## src/rtl/mips_ctrl_pkg.sv

```systemverilog
// Shared encodings for the multi-cycle MIPS control unit:
// FSM states, opcode/funct constants and datapath select codes.
package mips_ctrl_pkg;

  typedef enum logic [3:0] {
    S_FETCH  = 4'd0,
    S_DECODE = 4'd1,
    S_MEMADR = 4'd2,
    S_MEMRD  = 4'd3,
    S_MEMWB  = 4'd4,
    S_MEMWR  = 4'd5,
    S_EXEC   = 4'd6,
    S_ALUWB  = 4'd7,
    S_BRANCH = 4'd8,
    S_ADDIEX = 4'd9,
    S_ADDIWB = 4'd10,
    S_JUMP   = 4'd11
  } state_t;

  localparam logic [5:0] OP_RTYPE = 6'b000000;
  localparam logic [5:0] OP_LW    = 6'b100011;
  localparam logic [5:0] OP_SW    = 6'b101011;
  localparam logic [5:0] OP_ADDI  = 6'b001000;
  localparam logic [5:0] OP_BEQ   = 6'b000100;
  localparam logic [5:0] OP_BNE   = 6'b000101;
  localparam logic [5:0] OP_BLT   = 6'b000110;
  localparam logic [5:0] OP_BLE   = 6'b000111;
  localparam logic [5:0] OP_J     = 6'b000010;

  localparam logic [5:0] FN_ADD = 6'b100000;
  localparam logic [5:0] FN_SUB = 6'b100010;
  localparam logic [5:0] FN_AND = 6'b100100;
  localparam logic [5:0] FN_OR  = 6'b100101;
  localparam logic [5:0] FN_XOR = 6'b100110;
  localparam logic [5:0] FN_SLT = 6'b101010;
  localparam logic [5:0] FN_MOV = 6'b110000;
  localparam logic [5:0] FN_NOT = 6'b110001;

  localparam logic [2:0] ALU_MOV = 3'b000;
  localparam logic [2:0] ALU_NOT = 3'b001;
  localparam logic [2:0] ALU_ADD = 3'b010;
  localparam logic [2:0] ALU_SUB = 3'b011;
  localparam logic [2:0] ALU_OR  = 3'b100;
  localparam logic [2:0] ALU_AND = 3'b101;
  localparam logic [2:0] ALU_XOR = 3'b110;
  localparam logic [2:0] ALU_SLT = 3'b111;

  localparam logic [1:0] BORN_BEQ = 2'b00;
  localparam logic [1:0] BORN_BNE = 2'b01;
  localparam logic [1:0] BORN_BLT = 2'b10;
  localparam logic [1:0] BORN_BLE = 2'b11;

  localparam logic [1:0] SRCB_REG  = 2'b00;
  localparam logic [1:0] SRCB_FOUR = 2'b01;
  localparam logic [1:0] SRCB_IMM  = 2'b10;
  localparam logic [1:0] SRCB_IMM2 = 2'b11;

  localparam logic [1:0] PCS_ALU    = 2'b00;
  localparam logic [1:0] PCS_ALUOUT = 2'b01;
  localparam logic [1:0] PCS_JUMP   = 2'b10;

  function automatic logic op_legal(input logic [5:0] op);
    op_legal = (op == OP_RTYPE) || (op == OP_LW)
            || (op == OP_SW)    || (op == OP_ADDI)
            || (op == OP_BEQ)   || (op == OP_BNE)
            || (op == OP_BLT)   || (op == OP_BLE)
            || (op == OP_J);
  endfunction

endpackage

```

## src/rtl/multi_cycle_control_if.sv

```systemverilog
// Control <-> datapath bundle: IR fields and Flag in,
// all mux selects, enables, ALU codes and debug State out.
interface multi_cycle_control_if;
  logic [5:0] Opcode;
  logic [5:0] Funct;
  logic       Flag;
  logic       PCEn;
  logic       IorD;
  logic       MemRead;
  logic       MemWrite;
  logic       IRWrite;
  logic       RegDst;
  logic       MemtoReg;
  logic       RegWrite;
  logic       ALUSrcA;
  logic [1:0] ALUSrcB;
  logic       SwapAB;
  logic [2:0] ALUControl;
  logic [1:0] BorN;
  logic [1:0] PCSource;
  logic       InstrDone;
  logic       IllegalOp;
  logic [3:0] State;

  modport master (
    input  Opcode, Funct, Flag,
    output PCEn, IorD, MemRead, MemWrite,
    output IRWrite, RegDst, MemtoReg,
    output RegWrite, ALUSrcA, ALUSrcB,
    output SwapAB, ALUControl, BorN,
    output PCSource, InstrDone, IllegalOp,
    output State
  );

  modport slave (
    output Opcode, Funct, Flag,
    input  PCEn, IorD, MemRead, MemWrite,
    input  IRWrite, RegDst, MemtoReg,
    input  RegWrite, ALUSrcA, ALUSrcB,
    input  SwapAB, ALUControl, BorN,
    input  PCSource, InstrDone, IllegalOp,
    input  State
  );
endinterface

```

## src/rtl/alu_decoder.sv

```systemverilog
// R-type funct decoder: funct_i -> ALU opcode, operand swap,
// and valid flag (0 for an unknown funct).
module alu_decoder
  import mips_ctrl_pkg::*;
(
  input  logic [5:0] funct_i,
  output logic [2:0] alu_ctl_o,
  output logic       swap_o,
  output logic       valid_o
);

  always_comb begin
    alu_ctl_o = ALU_ADD;
    swap_o    = 1'b0;
    valid_o   = 1'b1;
    unique case (funct_i)
      FN_ADD: alu_ctl_o = ALU_ADD;
      // ALU computes B-A, so rs-rt needs A/B swapped
      FN_SUB: begin
        alu_ctl_o = ALU_SUB;
        swap_o    = 1'b1;
      end
      FN_AND: alu_ctl_o = ALU_AND;
      FN_OR:  alu_ctl_o = ALU_OR;
      FN_XOR: alu_ctl_o = ALU_XOR;
      FN_SLT: alu_ctl_o = ALU_SLT;
      FN_MOV: alu_ctl_o = ALU_MOV;
      FN_NOT: alu_ctl_o = ALU_NOT;
      default: valid_o  = 1'b0;
    endcase
  end

endmodule

```

## src/rtl/multi_cycle_control.sv

```systemverilog
// Multi-cycle MIPS main control FSM. Ports: Clk, Reset (async,
// active-low) and the master side of multi_cycle_control_if.
module multi_cycle_control
  import mips_ctrl_pkg::*;
(
  input logic                   Clk,
  input logic                   Reset,
  multi_cycle_control_if.master bus
);

  state_t     state_q;
  logic [2:0] aluc_q;
  logic       swap_q;

  logic [2:0] dec_alu;
  logic       dec_swap;
  logic       dec_valid;

  alu_decoder u_dec (
    .funct_i   (bus.Funct),
    .alu_ctl_o (dec_alu),
    .swap_o    (dec_swap),
    .valid_o   (dec_valid)
  );

  always_ff @(posedge Clk or negedge Reset) begin
    if (!Reset) begin
      state_q <= S_FETCH;
      aluc_q  <= ALU_ADD;
      swap_q  <= 1'b0;
    end else begin
      unique case (state_q)
        S_FETCH: state_q <= S_DECODE;
        S_DECODE: begin
          unique case (bus.Opcode)
            OP_LW, OP_SW: state_q <= S_MEMADR;
            OP_RTYPE:     state_q <= S_EXEC;
            OP_ADDI:      state_q <= S_ADDIEX;
            OP_BEQ, OP_BNE,
            OP_BLT, OP_BLE: state_q <= S_BRANCH;
            OP_J:         state_q <= S_JUMP;
            default:      state_q <= S_FETCH;
          endcase
        end
        S_MEMADR: state_q <= (bus.Opcode == OP_SW)
                           ? S_MEMWR : S_MEMRD;
        S_MEMRD:  state_q <= S_MEMWB;
        S_EXEC: begin
          // hold the decode for the writeback cycle
          aluc_q  <= dec_alu;
          swap_q  <= dec_swap;
          state_q <= dec_valid ? S_ALUWB : S_FETCH;
        end
        S_ADDIEX: state_q <= S_ADDIWB;
        default:  state_q <= S_FETCH;
      endcase
    end
  end

  logic       pcwrite, branch, iord, memread;
  logic       memwrite, irwrite, regdst, memtoreg;
  logic       regwrite, srca, swap, done, illegal;
  logic [1:0] srcb, born, pcsrc;
  logic [2:0] aluc;

  always_comb begin
    pcwrite  = 1'b0;
    branch   = 1'b0;
    iord     = 1'b0;
    memread  = 1'b0;
    memwrite = 1'b0;
    irwrite  = 1'b0;
    regdst   = 1'b0;
    memtoreg = 1'b0;
    regwrite = 1'b0;
    srca     = 1'b0;
    swap     = 1'b0;
    done     = 1'b0;
    illegal  = 1'b0;
    srcb     = SRCB_REG;
    born     = BORN_BEQ;
    pcsrc    = PCS_ALU;
    aluc     = ALU_ADD;
    unique case (state_q)
      S_FETCH: begin
        memread = 1'b1;
        irwrite = 1'b1;
        pcwrite = 1'b1;
        srcb    = SRCB_FOUR;
      end
      S_DECODE: begin
        srcb    = SRCB_IMM2;
        illegal = !op_legal(bus.Opcode);
      end
      S_MEMADR, S_ADDIEX: begin
        srca = 1'b1;
        srcb = SRCB_IMM;
      end
      S_MEMRD: begin
        iord    = 1'b1;
        memread = 1'b1;
      end
      S_MEMWR: begin
        iord     = 1'b1;
        memwrite = 1'b1;
        done     = 1'b1;
      end
      S_MEMWB: begin
        regwrite = 1'b1;
        memtoreg = 1'b1;
        done     = 1'b1;
      end
      S_EXEC: begin
        srca    = 1'b1;
        aluc    = dec_alu;
        swap    = dec_swap;
        illegal = !dec_valid;
      end
      S_ALUWB: begin
        regdst   = 1'b1;
        regwrite = 1'b1;
        done     = 1'b1;
        aluc     = aluc_q;
        swap     = swap_q;
      end
      S_ADDIWB: begin
        regwrite = 1'b1;
        done     = 1'b1;
      end
      S_BRANCH: begin
        srca   = 1'b1;
        branch = 1'b1;
        pcsrc  = PCS_ALUOUT;
        born   = bus.Opcode[1:0];
        aluc   = ALU_SUB;
        done   = 1'b1;
      end
      S_JUMP: begin
        pcwrite = 1'b1;
        pcsrc   = PCS_JUMP;
        done    = 1'b1;
      end
      default: ;
    endcase
  end

  // every output is held low while Reset is asserted
  assign bus.PCEn       = Reset
                        & (pcwrite | (branch & bus.Flag));
  assign bus.IorD       = Reset & iord;
  assign bus.MemRead    = Reset & memread;
  assign bus.MemWrite   = Reset & memwrite;
  assign bus.IRWrite    = Reset & irwrite;
  assign bus.RegDst     = Reset & regdst;
  assign bus.MemtoReg   = Reset & memtoreg;
  assign bus.RegWrite   = Reset & regwrite;
  assign bus.ALUSrcA    = Reset & srca;
  assign bus.ALUSrcB    = Reset ? srcb : 2'b00;
  assign bus.SwapAB     = Reset & swap;
  assign bus.ALUControl = Reset ? aluc : 3'b000;
  assign bus.BorN       = Reset ? born : 2'b00;
  assign bus.PCSource   = Reset ? pcsrc : 2'b00;
  assign bus.InstrDone  = Reset & done;
  assign bus.IllegalOp  = Reset & illegal;
  assign bus.State      = Reset ? state_q : 4'd0;

endmodule

```

## src/flat_wrapper.sv

```systemverilog
// flat-port wrapper written by rule: the top's interface ports become plain ports
module multi_cycle_control_flat import mips_ctrl_pkg::*;
  (Clk, Reset, bus_Opcode, bus_Funct, bus_Flag, bus_PCEn, bus_IorD, bus_MemRead, bus_MemWrite, bus_IRWrite, bus_RegDst, bus_MemtoReg, bus_RegWrite, bus_ALUSrcA, bus_ALUSrcB, bus_SwapAB, bus_ALUControl, bus_BorN, bus_PCSource, bus_InstrDone, bus_IllegalOp, bus_State);
  multi_cycle_control_if bus_i ();
  input logic Clk;
  input logic Reset;
  input wire logic [$bits(bus_i.Opcode)-1:0] bus_Opcode;
  input wire logic [$bits(bus_i.Funct)-1:0] bus_Funct;
  input wire logic [$bits(bus_i.Flag)-1:0] bus_Flag;
  output wire logic [$bits(bus_i.PCEn)-1:0] bus_PCEn;
  output wire logic [$bits(bus_i.IorD)-1:0] bus_IorD;
  output wire logic [$bits(bus_i.MemRead)-1:0] bus_MemRead;
  output wire logic [$bits(bus_i.MemWrite)-1:0] bus_MemWrite;
  output wire logic [$bits(bus_i.IRWrite)-1:0] bus_IRWrite;
  output wire logic [$bits(bus_i.RegDst)-1:0] bus_RegDst;
  output wire logic [$bits(bus_i.MemtoReg)-1:0] bus_MemtoReg;
  output wire logic [$bits(bus_i.RegWrite)-1:0] bus_RegWrite;
  output wire logic [$bits(bus_i.ALUSrcA)-1:0] bus_ALUSrcA;
  output wire logic [$bits(bus_i.ALUSrcB)-1:0] bus_ALUSrcB;
  output wire logic [$bits(bus_i.SwapAB)-1:0] bus_SwapAB;
  output wire logic [$bits(bus_i.ALUControl)-1:0] bus_ALUControl;
  output wire logic [$bits(bus_i.BorN)-1:0] bus_BorN;
  output wire logic [$bits(bus_i.PCSource)-1:0] bus_PCSource;
  output wire logic [$bits(bus_i.InstrDone)-1:0] bus_InstrDone;
  output wire logic [$bits(bus_i.IllegalOp)-1:0] bus_IllegalOp;
  output wire logic [$bits(bus_i.State)-1:0] bus_State;
  assign bus_i.Opcode = bus_Opcode;
  assign bus_i.Funct = bus_Funct;
  assign bus_i.Flag = bus_Flag;
  assign bus_PCEn = bus_i.PCEn;
  assign bus_IorD = bus_i.IorD;
  assign bus_MemRead = bus_i.MemRead;
  assign bus_MemWrite = bus_i.MemWrite;
  assign bus_IRWrite = bus_i.IRWrite;
  assign bus_RegDst = bus_i.RegDst;
  assign bus_MemtoReg = bus_i.MemtoReg;
  assign bus_RegWrite = bus_i.RegWrite;
  assign bus_ALUSrcA = bus_i.ALUSrcA;
  assign bus_ALUSrcB = bus_i.ALUSrcB;
  assign bus_SwapAB = bus_i.SwapAB;
  assign bus_ALUControl = bus_i.ALUControl;
  assign bus_BorN = bus_i.BorN;
  assign bus_PCSource = bus_i.PCSource;
  assign bus_InstrDone = bus_i.InstrDone;
  assign bus_IllegalOp = bus_i.IllegalOp;
  assign bus_State = bus_i.State;
  multi_cycle_control u_core (.Clk(Clk), .Reset(Reset), .bus(bus_i));
endmodule
```

## config.mk

```make
export PLATFORM = sky130hd
export DESIGN_NAME = multi_cycle_control_flat
export DESIGN_NICKNAME = d
export VERILOG_FILES = /design/src/rtl/mips_ctrl_pkg.sv /design/src/rtl/multi_cycle_control_if.sv /design/src/rtl/alu_decoder.sv /design/src/rtl/multi_cycle_control.sv /design/src/flat_wrapper.sv
export SDC_FILE = /design/constraint.sdc
export NUM_CORES = 1
export LEC_CHECK = 0
export CAP_MARGIN = 20
export CORE_UTILIZATION = 46
export DETAILED_ROUTE_END_ITERATION = 8
export GPL_TIMING_DRIVEN = 0
export PLACE_DENSITY = 0.89
export SLEW_MARGIN = 10
export SYNTH_ARGS = -nofsm -noshare
export SYNTH_HDL_FRONTEND = slang
export SYNTH_HIERARCHICAL = 1
export SYNTH_SLANG_ARGS = --single-unit
export TNS_END_PERCENT = 100
```

## constraint.sdc

```tcl
create_clock -name Clk -period 2.19 [get_ports Clk]
set_input_delay 0.219 -clock Clk [delete_from_list [all_inputs] [get_ports Clk]]
set_output_delay 0.219 -clock Clk [all_outputs]
set_load 0.005 [all_outputs]
```

==> results of run 1 <==
through the flow:
stage	instances	area, um2	hold WS [ns]
after global placement	190	1400	0.486
after global routing	195	1460	0.111
after CTS	195	1430	0.109
final	195	1460	0.119
after detailed placement	190	1400	0.501
after floorplan	126	992	-0.0766
cell type report:
class	instances	area (um2)	area share (%)
multi-input cells	107	732	50.3
repair buffers	38	369	25.4
flip-flops and latches	8	203	13.9
plain buffers	7	76.3	5.25
well taps	27	33.8	2.32
clock buffers	4	26.3	1.81
inverters	4	15.0	1.03
kinds of logic after synthesis:
kind of cell           count (synthesis)  share of synthesized area, %
AND/OR/NAND/NOR                       67                          38.5
multiplexers                           8                          8.70
AO/OA/AOI/OAI                         29                          20.7
XOR/XNOR                               3                          2.65
buffers and inverters                 11                          9.20
flip-flops                             8                          20.3
worst paths after layout:
path,slack [ns],cells past startpoint,to
hold / removal,0.12,1,u_core/aluc_q[1]$_DFFE_PN1P_
min in group Clk,0.30,4,u_core/state_q[0]$_DFF_PN0_
hold reg to reg,0.51,1,u_core/swap_q$_DFFE_PN0P_
max in group asynchronous,1.26,2,u_core/swap_q$_DFFE_PN0P_
setup reg to reg,0.75,3,u_core/aluc_q[0]$_DFFE_PN0P_
setup / recovery,0.05,6,bus_ALUSrcA
routing by layer:
metal | track usage, % | routed length [um] | vias to the layer above
met5 | 0 | 0 | -
met2 | 43.4 | 1430 | 74
li1 | - | - | 544
met3 | 5.66 | 288 | 5
met1 | 35.2 | 1240 | 538
met4 | 9.80 | 30 | 0
cells in the mapped netlist, types with 2 or more instances:
library cell | count | area [um2]
inv_1 | 3 | 11.3
nor3_1 | 4 | 20.0
nor4_1 | 3 | 18.8
xor2_1 | 2 | 17.5
a211oi_1 | 3 | 22.5
mux2i_1 | 3 | 30.0
nand3_1 | 3 | 15.0
mux2_2 | 5 | 56.3
o21ai_0 | 4 | 20.0
buf_6 | 2 | 22.5
a21boi_0 | 2 | 15.0
a31oi_1 | 2 | 12.5
nor2b_1 | 2 | 12.5
and2_1 | 5 | 31.3
nor2_1 | 20 | 75.1
a21oi_1 | 7 | 35.0
nand2b_1 | 7 | 43.8
nand2_1 | 9 | 33.8
o2bb2ai_1 | 2 | 17.5
o21a_1 | 2 | 15.0
dfrtp_1 | 7 | 175
and3_1 | 2 | 12.5
clkbuf_8 | 3 | 41.3
where the power goes:
group          leakage [nW]  internal [mW]  switching [mW]
Clock                0.0150         0.0702          0.0671
Sequential            0.104          0.185          0.0345
Combinational         0.457          0.362           0.361
state kept, by name, indices dropped and copies added, names as in the netlist:
name and cells:
u_core/aluc_q 3, u_core/state_q 4, u_core/swap_q 1
worst max-delay path, cell delays in order (launching register included):
cell	delay (ns)
dfrtp_2	0.46
clkbuf_8	0.19
nor2_1	0.19
nand2_1	0.11
o21a_1	0.11
nor2_1	0.08
clkdlybuf4s50_1	0.50
repair_timing:
item / in CTS / in global routing
pin swaps: 1 / 0
hold buffers: 1 / 0
endpoints found under the hold margin: 7 / 0
gates resized for setup: 15 / 11
endpoints found under the setup margin: 18 / 7
==> impl_metrics.csv, run 1 <==
group,metric,value,unit
run_status,status,"completed",
floorplan,start_util,49.6,%
sta,max_freq,468,MHz
clock_network,path_clk_slew,0.08,ns
worst_hold_path,hold_path_class,"in -> async",
critical_path,arrival,1.92,ns
clock_network,cts-buffers-inserted,3,
critical_path,startpoint_type,"flip-flop",
sta,drv_slew,0,
yosys,syn_area,992,um2
clock_network,clockBufferDepth,2,
global_routing,first_global_vias,1048,
place,routabilityCongestion,0.933,
floorplan,dieArea,0.00235,mm2
floorplan,fp.coreArea,0.00200,mm2
sta,relSlewSlack,74.5,%
critical_path,cp-startpoint,"u_core/state_q[0]$_DFF_PN0_",
drt,vias,1161,
floorplan,fp.dieW,48.4,um
yosys,yosysSeqAreaShare,20.3,%
yosys,ys_types,47,
power_and_ir_drop,totalPowerFinal,1.08,mW
place,dp_hpwl,2.16,mm
yosys,synth_ff_type,"dfrtp_1",
sta,setup_viol,0,
yosys,yosysWarnings,6,
place,post-place-ws,-0.371,ns
critical_path,cp_max_fo,10,
layout,drive_gt1_share,20.8,%
drt,ant_nets,0,
layout,fin_nets,184,
global_routing,antenna_found_initial,0,
yosys,synth.avg_cell_area,7.87,um2
layout,layout_common_cells,"clkdlybuf4s50_1 (27), nor2_1 (16), nand2_1 (9)",
place,port_buffers,37,
layout,areaGrowthSynthToFinish,46.7,%
layout,mostFrequentLayoutCell,"clkdlybuf4s50_1",
yosys,syn-num-nets,141,
critical_path,timing.rr.start,"u_core/state_q[0]$_DFF_PN0_",
yosys,async_flop_share,100,%
drt,routed_wl,2.99,mm
sta,setup_ws,0.0537,ns
floorplan,io_pins,40,
drt,drt_first_iter_violations,64,
clock_network,htreeDepth,1,
critical_path,required,1.97,ns
layout,antenna_cells,0,
sta,hold_violations,0,
clock_network,clk_latency,0.28,ns
sta,worstMarginPinSlew,0.382,ns
power_and_ir_drop,cellPowerDensity,742,mW/mm2
yosys,synth_edf_count,0,
drt,drc,0,
layout,fin_util,72.7,%
critical_path,endpoint_kind,"output port",
yosys,postSynthRegisterBits,8,
sta,skew,0.0251,ns
power_and_ir_drop,p_leak,0.577,nW
critical_path,critical_path_class,"reg -> out",
sta,finalCritPeriodShare,97.5,%
global_routing,grt_pass1_wl,4.93,mm
layout,fillers,161,
sta,rsz0062_at_grt,"true",
sta,fin_setup_tns,0,ns
yosys,syn_inst,126,
drt,vias_per_cell,5.95,
floorplan,rows,16,
floorplan,chipHeight,48.4,um
clock_network,cts_tree,"built",
global_routing,overflow,0,
drt,drt_pass1_iterations,4,
clock_network,clock_sinks,8,
clock_network,cts-root-buf,"clkbuf_4",
global_routing,grt_max_degree,11,
global_routing,grt_use_total,26.8,%
clock_network,cts_setup_buffers,0,
flow_run,drv_cap,0,
sta,fin_crit,2.14,ns
power_and_ir_drop,peakVddDrop,627,uV
drt,wl_per_cell,15.3,um
(Power assumes the default switching activity.)
==> run 2: changes to the inputs <==
--- a/config.mk
+++ b/config.mk
@@ -6,10 +6,11 @@
 export NUM_CORES = 1
 export LEC_CHECK = 0
 export CAP_MARGIN = 20
-export CORE_UTILIZATION = 46
+export CORE_UTILIZATION = 39
 export DETAILED_ROUTE_END_ITERATION = 8
 export GPL_TIMING_DRIVEN = 0
-export PLACE_DENSITY = 0.89
+export PLACE_DENSITY = 0.8
+export SETUP_SLACK_MARGIN = 0.4
 export SLEW_MARGIN = 10
 export SYNTH_ARGS = -nofsm -noshare
 export SYNTH_HDL_FRONTEND = slang
==> constraint.sdc (replaced) <==
create_clock -name Clk -period 1.8 [get_ports Clk]
set_input_delay 0.18 -clock Clk [delete_from_list [all_inputs] [get_ports Clk]]
set_output_delay 0.18 -clock Clk [all_outputs]
set_load 0.005 [all_outputs]
==> run 2 against run 1 <==
The run now ends with design-rule violations, negative setup slack left; via count up 29%; core utilization up 16 points; worst hold slack worse by 0.099 ns; critical path type unchanged; combinational power rose to 2.8 times the previous value; total power up 130%; cell count up 24%; largest power group unchanged; global-route usage up 6.7 points.
==> impl_metrics.csv, run 2 (synthesis results as in run 1) <==
group,metric,value,unit
run_status,status,"complete, but fails checks",
run_status,violations,"design-rule violations, negative setup slack",
clock_network,clk_latency,0.26,ns
global_routing,grt_pass1_wl,6.60,mm
layout,areaGrowthSynthToFinish,106,%
layout,drive_gt1_share,68.7,%
clock_network,cts_tree,"built",
critical_path,cpPeakStageDelay,0.46,ns
power_and_ir_drop,intPower,1.43,mW
layout,fin_nets,230,
critical_path,required,1.62,ns
flow_run,drv_cap,0,
global_routing,grt_use_total,33.6,%
layout,largest_register_ff_count,4,
drt,routed_wl,5.67,mm
drt,ant_nets,0,
clock_network,clock_sinks,8,
floorplan,fp.dieW,52.4,um
drt,vias_per_cell,6.21,
drt,wl_per_cell,23.4,um
clock_network,htreeDepth,1,
drt,drt_first_iter_violations,94,
sta,relSlewSlack,66.1,%
sta,hold_violations,0,
floorplan,dieArea,0.00275,mm2
global_routing,overflow,0,
critical_path,cp_max_fo,6,
global_routing,grtUsageMet2,60.5,%
layout,largest_registers,"u_core/state_q x4, u_core/aluc_q x3, u_core/swap_q x1",
critical_path,arrival,1.68,ns
global_routing,antenna_found_initial,0,
clock_network,cts-buffers-inserted,3,
place,routabilityCongestion,0.851,
floorplan,chipHeight,52.4,um
critical_path,path_cells,"buf_8, buf_6, mux2i_2, o32a_1, nor2_1, buf_2",
place,dp_hpwl,2.22,mm
power_and_ir_drop,clockPowerShare,6.4,%
sta,worstMarginPinSlew,0.504,ns
floorplan,io_pins,40,
drt,drc,2,
sta,finalCritPeriodShare,103,%
power_and_ir_drop,comb_power_share,82.3,%
global_routing,grt_max_degree,10,
power_and_ir_drop,p_switching,1.05,mW
critical_path,startpoint_type,"flip-flop",
layout,layout_common_cells,"buf_6 (34), buf_2 (25), buf_4 (20)",
critical_path,crit_buf_inv,3,
layout,antenna_cells,0,
floorplan,start_util,43.2,%
drt,vias,1502,
floorplan,rows,17,
place,port_buffers,37,
critical_path,endpoint_kind,"output port",
sta,rsz0062_at_grt,"true",
global_routing,met1_usage,38.6,%
critical_path,critical_path_class,"reg -> out",
worst_hold_path,hold_path_class,"in -> async",
power_and_ir_drop,totalPowerFinal,2.48,mW
global_routing,use_met3,6.38,%
clock_network,clockBufferDepth,2,
layout,regMostFlops,"u_core/state_q",
layout,mostFrequentLayoutCell,"buf_6",
sta,setup_ws,-0.0568,ns
clock_network,path_clk_slew,0.06,ns
critical_path,slowest_stage,"dfrtp_2",
power_and_ir_drop,p_leak,0.933,nW
sta,max_freq,539,MHz
sta,fin_crit,1.86,ns
global_routing,first_global_vias,1321,
sta,skew,0.000433,ns
global_routing,top_usage_layer,"met2",
critical_path,path_delay_family,"buffers and inverters",
sta,setup_viol,1,
sta,drv_slew,0,
power_and_ir_drop,power_frac_seq,11.3,%
power_and_ir_drop,cellPowerDensity,1210,mW/mm2
clock_network,cts-root-buf,"clkbuf_4",
power_and_ir_drop,swShare,42.3,%
power_and_ir_drop,peakVddDrop,1040,uV
sta,fin_setup_tns,-0.0568,ns
floorplan,fp.coreArea,0.00230,mm2
drt,drt_pass1_iterations,6,
run 2: final timing paths:
path / slack [ns] / depth (start not counted) / startpoint / endpoint
max: -0.06 / 6 / u_core/state_q[0]$_DFF_PN0_ / bus_ALUControl[0]
min: 0.02 / 1 / Reset / u_core/aluc_q[1]$_DFFE_PN1P_
max reg2reg: 0.31 / 7 / u_core/state_q[0]$_DFF_PN0_ / u_core/state_q[2]$_DFF_PN0_
min reg2reg: 0.53 / 1 / u_core/aluc_q[2]$_DFFE_PN0P_ / u_core/aluc_q[2]$_DFFE_PN0P_
max in group asynchronous: 0.91 / 2 / Reset / u_core/state_q[2]$_DFF_PN0_
min in group Clk: 0.38 / 4 / bus_Opcode[1] / u_core/state_q[2]$_DFF_PN0_
run 2: final cells by class:
type                            count  area, um2
Buffer                              7        100
Clock buffer                        4       26.3
Fill cell                         103        251
Inverter                            4       18.8
Multi-Input combinational cell    107        957
Sequential cell                     8        205
Tap cell                           28       35.0
Timing Repair Buffer               84        703
run 2: what timing repair did:
item / in CTS / in global routing
resized for setup: 187 / 45
setup buffers: 39 / 7
endpoints found under the setup margin: 28 / 32
hold endpoints to repair: 7 / 0
pin swaps: 28 / 25
hold buffers: 1 / 0
run 2: metrics by stage:
step	worst slack [ns]	cell area (um2)	hold WS, ns	util, %	std cells
6_report	-0.0568	2050	0.0204	89.1	242
5_1_grt	-0.0706	2050	0.0252	89.1	242
4_1_cts	0.0779	1850	0.00637	80.4	235
3_5_place_dp	-0.661	1400	0.497	60.8	191
3_3_place_gp	-0.664	1400	0.491	60.8	191
2_1_floorplan	0.504	992	-0.116	-	126
run 2: layer usage:
layer	wire, um	vias up
met5	0	-
met4	333	0
met3	485	39
met2	2750	114
met1	2090	712
li1	-	637
run 2: power groups by stage:
stage | combinational [mW] | sequential, mW | clock [mW]
finish | 2.04 | 0.281 | 0.159
global route | 2.08 | 0.281 | 0.169
CTS | 1.60 | 0.264 | 0.160
detailed placement | 0.866 | 0.262 | 0
global placement | 0.844 | 0.258 | 0
floorplan | 0.519 | 0.252 | 0
==> run 3: changes to the inputs <==
--- a/config.mk
+++ b/config.mk
@@ -6,11 +6,13 @@
 export NUM_CORES = 1
 export LEC_CHECK = 0
 export CAP_MARGIN = 20
+export CORE_MARGIN = 8
 export CORE_UTILIZATION = 39
 export DETAILED_ROUTE_END_ITERATION = 8
 export GPL_TIMING_DRIVEN = 0
 export PLACE_DENSITY = 0.8
 export SETUP_SLACK_MARGIN = 0.4
+export SKIP_LAST_GASP = 1
 export SLEW_MARGIN = 10
 export SYNTH_ARGS = -nofsm -noshare
 export SYNTH_HDL_FRONTEND = slang
==> run 3 against run 2 <==
The flow now finishes without violations; via count down 8.4%; sequential power rose by 2%; non-clock buffer count decreased by 6; worst hold slack gained 0.098 ns; clock skew grew 0.019 ns; global-route usage is 12 points lower; total power down 16%; cell count is 1.7% lower; clock power is 6% higher; combinational power down 20%.
==> impl_metrics.csv, run 3 (synthesis results as in run 1) <==
group,metric,value,unit
drt,drc,0,
power_and_ir_drop,comb_power_share,78.1,%
place,placed_area,0.00140,mm2
global_routing,antenna_found_initial,0,
layout,mostFrequentLayoutCell,"buf_4",
power_and_ir_drop,intPower,1.19,mW
layout,antenna_cells,0,
floorplan,io_pins,40,
clock_network,cts-buffers-inserted,3,
critical_path,required,1.62,ns
sta,relSlewSlack,75.6,%
global_routing,first_global_vias,1444,
critical_path,ff2ff_setup_slack,0.26,ns
global_routing,grt_pass1_wl,7.24,mm
critical_path,cpMostUsedCell,"buf_4",
power_and_ir_drop,power_frac_seq,13.8,%
global_routing,overflow,0,
layout,fin_nets,224,
critical_path,cpPeakStageDelay,0.46,ns
power_and_ir_drop,p_leak,0.872,nW
layout,layout_common_cells,"buf_4 (29), buf_2 (21), buf_6 (16)",
sta,drv_slew,0,
worst_hold_path,hold_path_class,"in -> async",
drt,wl_met3,412,um
critical_path,reg2reg_depth,7,
layout,drive_gt1_share,63.9,%
drt,wl_met1,1.78,mm
layout,fin_util,77.2,%
floorplan,rows,18,
critical_path,startpoint_type,"flip-flop",
layout,design_area,0.00190,mm2
layout,largest_registers,"u_core/state_q x4, u_core/aluc_q x3, u_core/swap_q x1",
floorplan,fp.coreArea,0.00245,mm2
global_routing,grt_max_degree,11,
power_and_ir_drop,clockPowerShare,8.1,%
power_and_ir_drop,totalPowerFinal,2.08,mW
drt,routed_wl,4.78,mm
critical_path,timing.rr.start,"u_core/state_q[1]$_DFF_PN0_",
place,dp_hpwl,2.41,mm
critical_path,slowest_stage,"dfrtp_2",
flow_run,drv_cap,0,
drt,ant_nets,0,
power_and_ir_drop,peakVddDrop,999,uV
sta,max_freq,569,MHz
sta,rsz0062_at_grt,"true",
layout,multiInputGateArea,926,um2
place,routabilityCongestion,0.815,
drt,drt_pass1_iterations,5,
floorplan,fp.dieW,66.4,um
sta,worstMarginPinSlew,0.365,ns
drt,vias_per_cell,5.78,
clock_network,htreeDepth,1,
floorplan,chipHeight,66.4,um
run_status,status,"completed",
global_routing,grt_use_total,21.2,%
critical_path,r2r_end,"u_core/aluc_q[0]$_DFFE_PN0P_",
layout,largest_register_ff_count,4,
sta,setup_viol,0,
power_and_ir_drop,cellPowerDensity,1100,mW/mm2
layout,fillers,162,
sta,fin_crit,1.76,ns
clock_network,clockBufferDepth,2,
drt,wl_met2,2.41,mm
power_and_ir_drop,swShare,43.0,%
critical_path,endpoint_kind,"output port",
place,port_buffers,37,
floorplan,dieArea,0.00441,mm2
clock_network,clock_sinks,8,
sta,finalCritPeriodShare,97.6,%
sta,hold_violations,0,
critical_path,path_cells,"buf_4, buf_6, buf_4, xor2_1, and3_1, buf_2",
floorplan,start_util,40.4,%
critical_path,arrival,1.58,ns
critical_path,critical_path_class,"reg -> out",
sta,skew,0.0197,ns
clock_network,cts_tree,"built",
drt,top_layer,"met4",
clock_network,path_clk_slew,0.08,ns
clock_network,clk_latency,0.28,ns
drt,wl_per_cell,20.1,um
clock_network,cts-root-buf,"clkbuf_4",
critical_path,cp_max_fo,5,
layout,regMostFlops,"u_core/state_q",
layout,register_area,204,um2
layout,areaGrowthSynthToFinish,91.0,%
drt,vias,1376,
power_and_ir_drop,p_switching,0.895,mW
drt,drt_first_iter_violations,99,
## run 3: power groups by stage
stage	clock [mW]	combinational [mW]	sequential, mW
finish	0.168	1.63	0.287
CTS	0.159	1.36	0.262
global placement	0	0.851	0.260
detailed placement	0	0.861	0.261
global route	0.188	1.70	0.288
floorplan	0	0.519	0.252
## run 3: repair_timing
| action | in CTS | in global routing |
|---|---|---|
| hold buffers | 1 | 0 |
| buffers inserted | 32 | 8 |
| hold endpoints to repair | 7 | 0 |
| pin swaps | 25 | 12 |
| setup endpoints to repair | 29 | 31 |
| gates resized for setup | 168 | 28 |
## run 3: per-stage QoR
step	std cells	hold WS (ns)	TNS [ns]	worst slack, ns
6_report	238	0.118	0	0.0430
5_1_grt	238	0.107	-0.0691	-0.0151
4_1_cts	230	0.0669	0	0.0981
3_5_place_dp	193	0.500	-11.03	-0.699
3_3_place_gp	193	0.485	-9.96	-0.639
2_1_floorplan	126	-0.116	0	0.504
## run 3: worst max-delay path, delay by kind of cell (launching register included)
| kind | cells | cell delay [ns] |
|---|---|---|
| buffers and inverters | 4 | 0.54 |
| flip-flops | 1 | 0.46 |
| AND/OR/NAND/NOR | 1 | 0.17 |
| XOR/XNOR | 1 | 0.13 |
## run 3: per-layer routing
| layer | up-vias | GRT usage, % |
|---|---|---|
| met2 | 81 | 38.8 |
| met3 | 18 | 4.92 |
| li1 | 622 | - |
| met4 | 0 | 11.2 |
| met1 | 655 | 21.5 |
| met5 | - | 0 |
## run 3: cell type report
class,instances,share of cell area [%]
repair buffers,78,31.7
flip-flops and latches,8,10.8
well taps,30,1.98
plain buffers,7,4.42
clock buffers,4,1.39
multi-input cells,107,48.8
inverters,4,0.858
## run 3: worst max-delay path by stage
| stage | start | to | slack [ns] | cells after the start |
|---|---|---|---|---|
| finish | u_core/state_q[2]$_DFF_PN0_ | bus_IorD | 0.04 | 6 |
| CTS | u_core/state_q[0]$_DFF_PN0_ | bus_ALUControl[0] | 0.1 | 5 |
| global route | u_core/state_q[0]$_DFF_PN0_ | bus_ALUSrcA | -0.02 | 7 |
| global placement | bus_Funct[2] | bus_IllegalOp | -0.64 | 7 |
| detailed placement | bus_Funct[2] | bus_IllegalOp | -0.70 | 7 |
| floorplan | u_core/state_q[3]$_DFF_PN0_ | bus_IllegalOp | 0.50 | 3 |
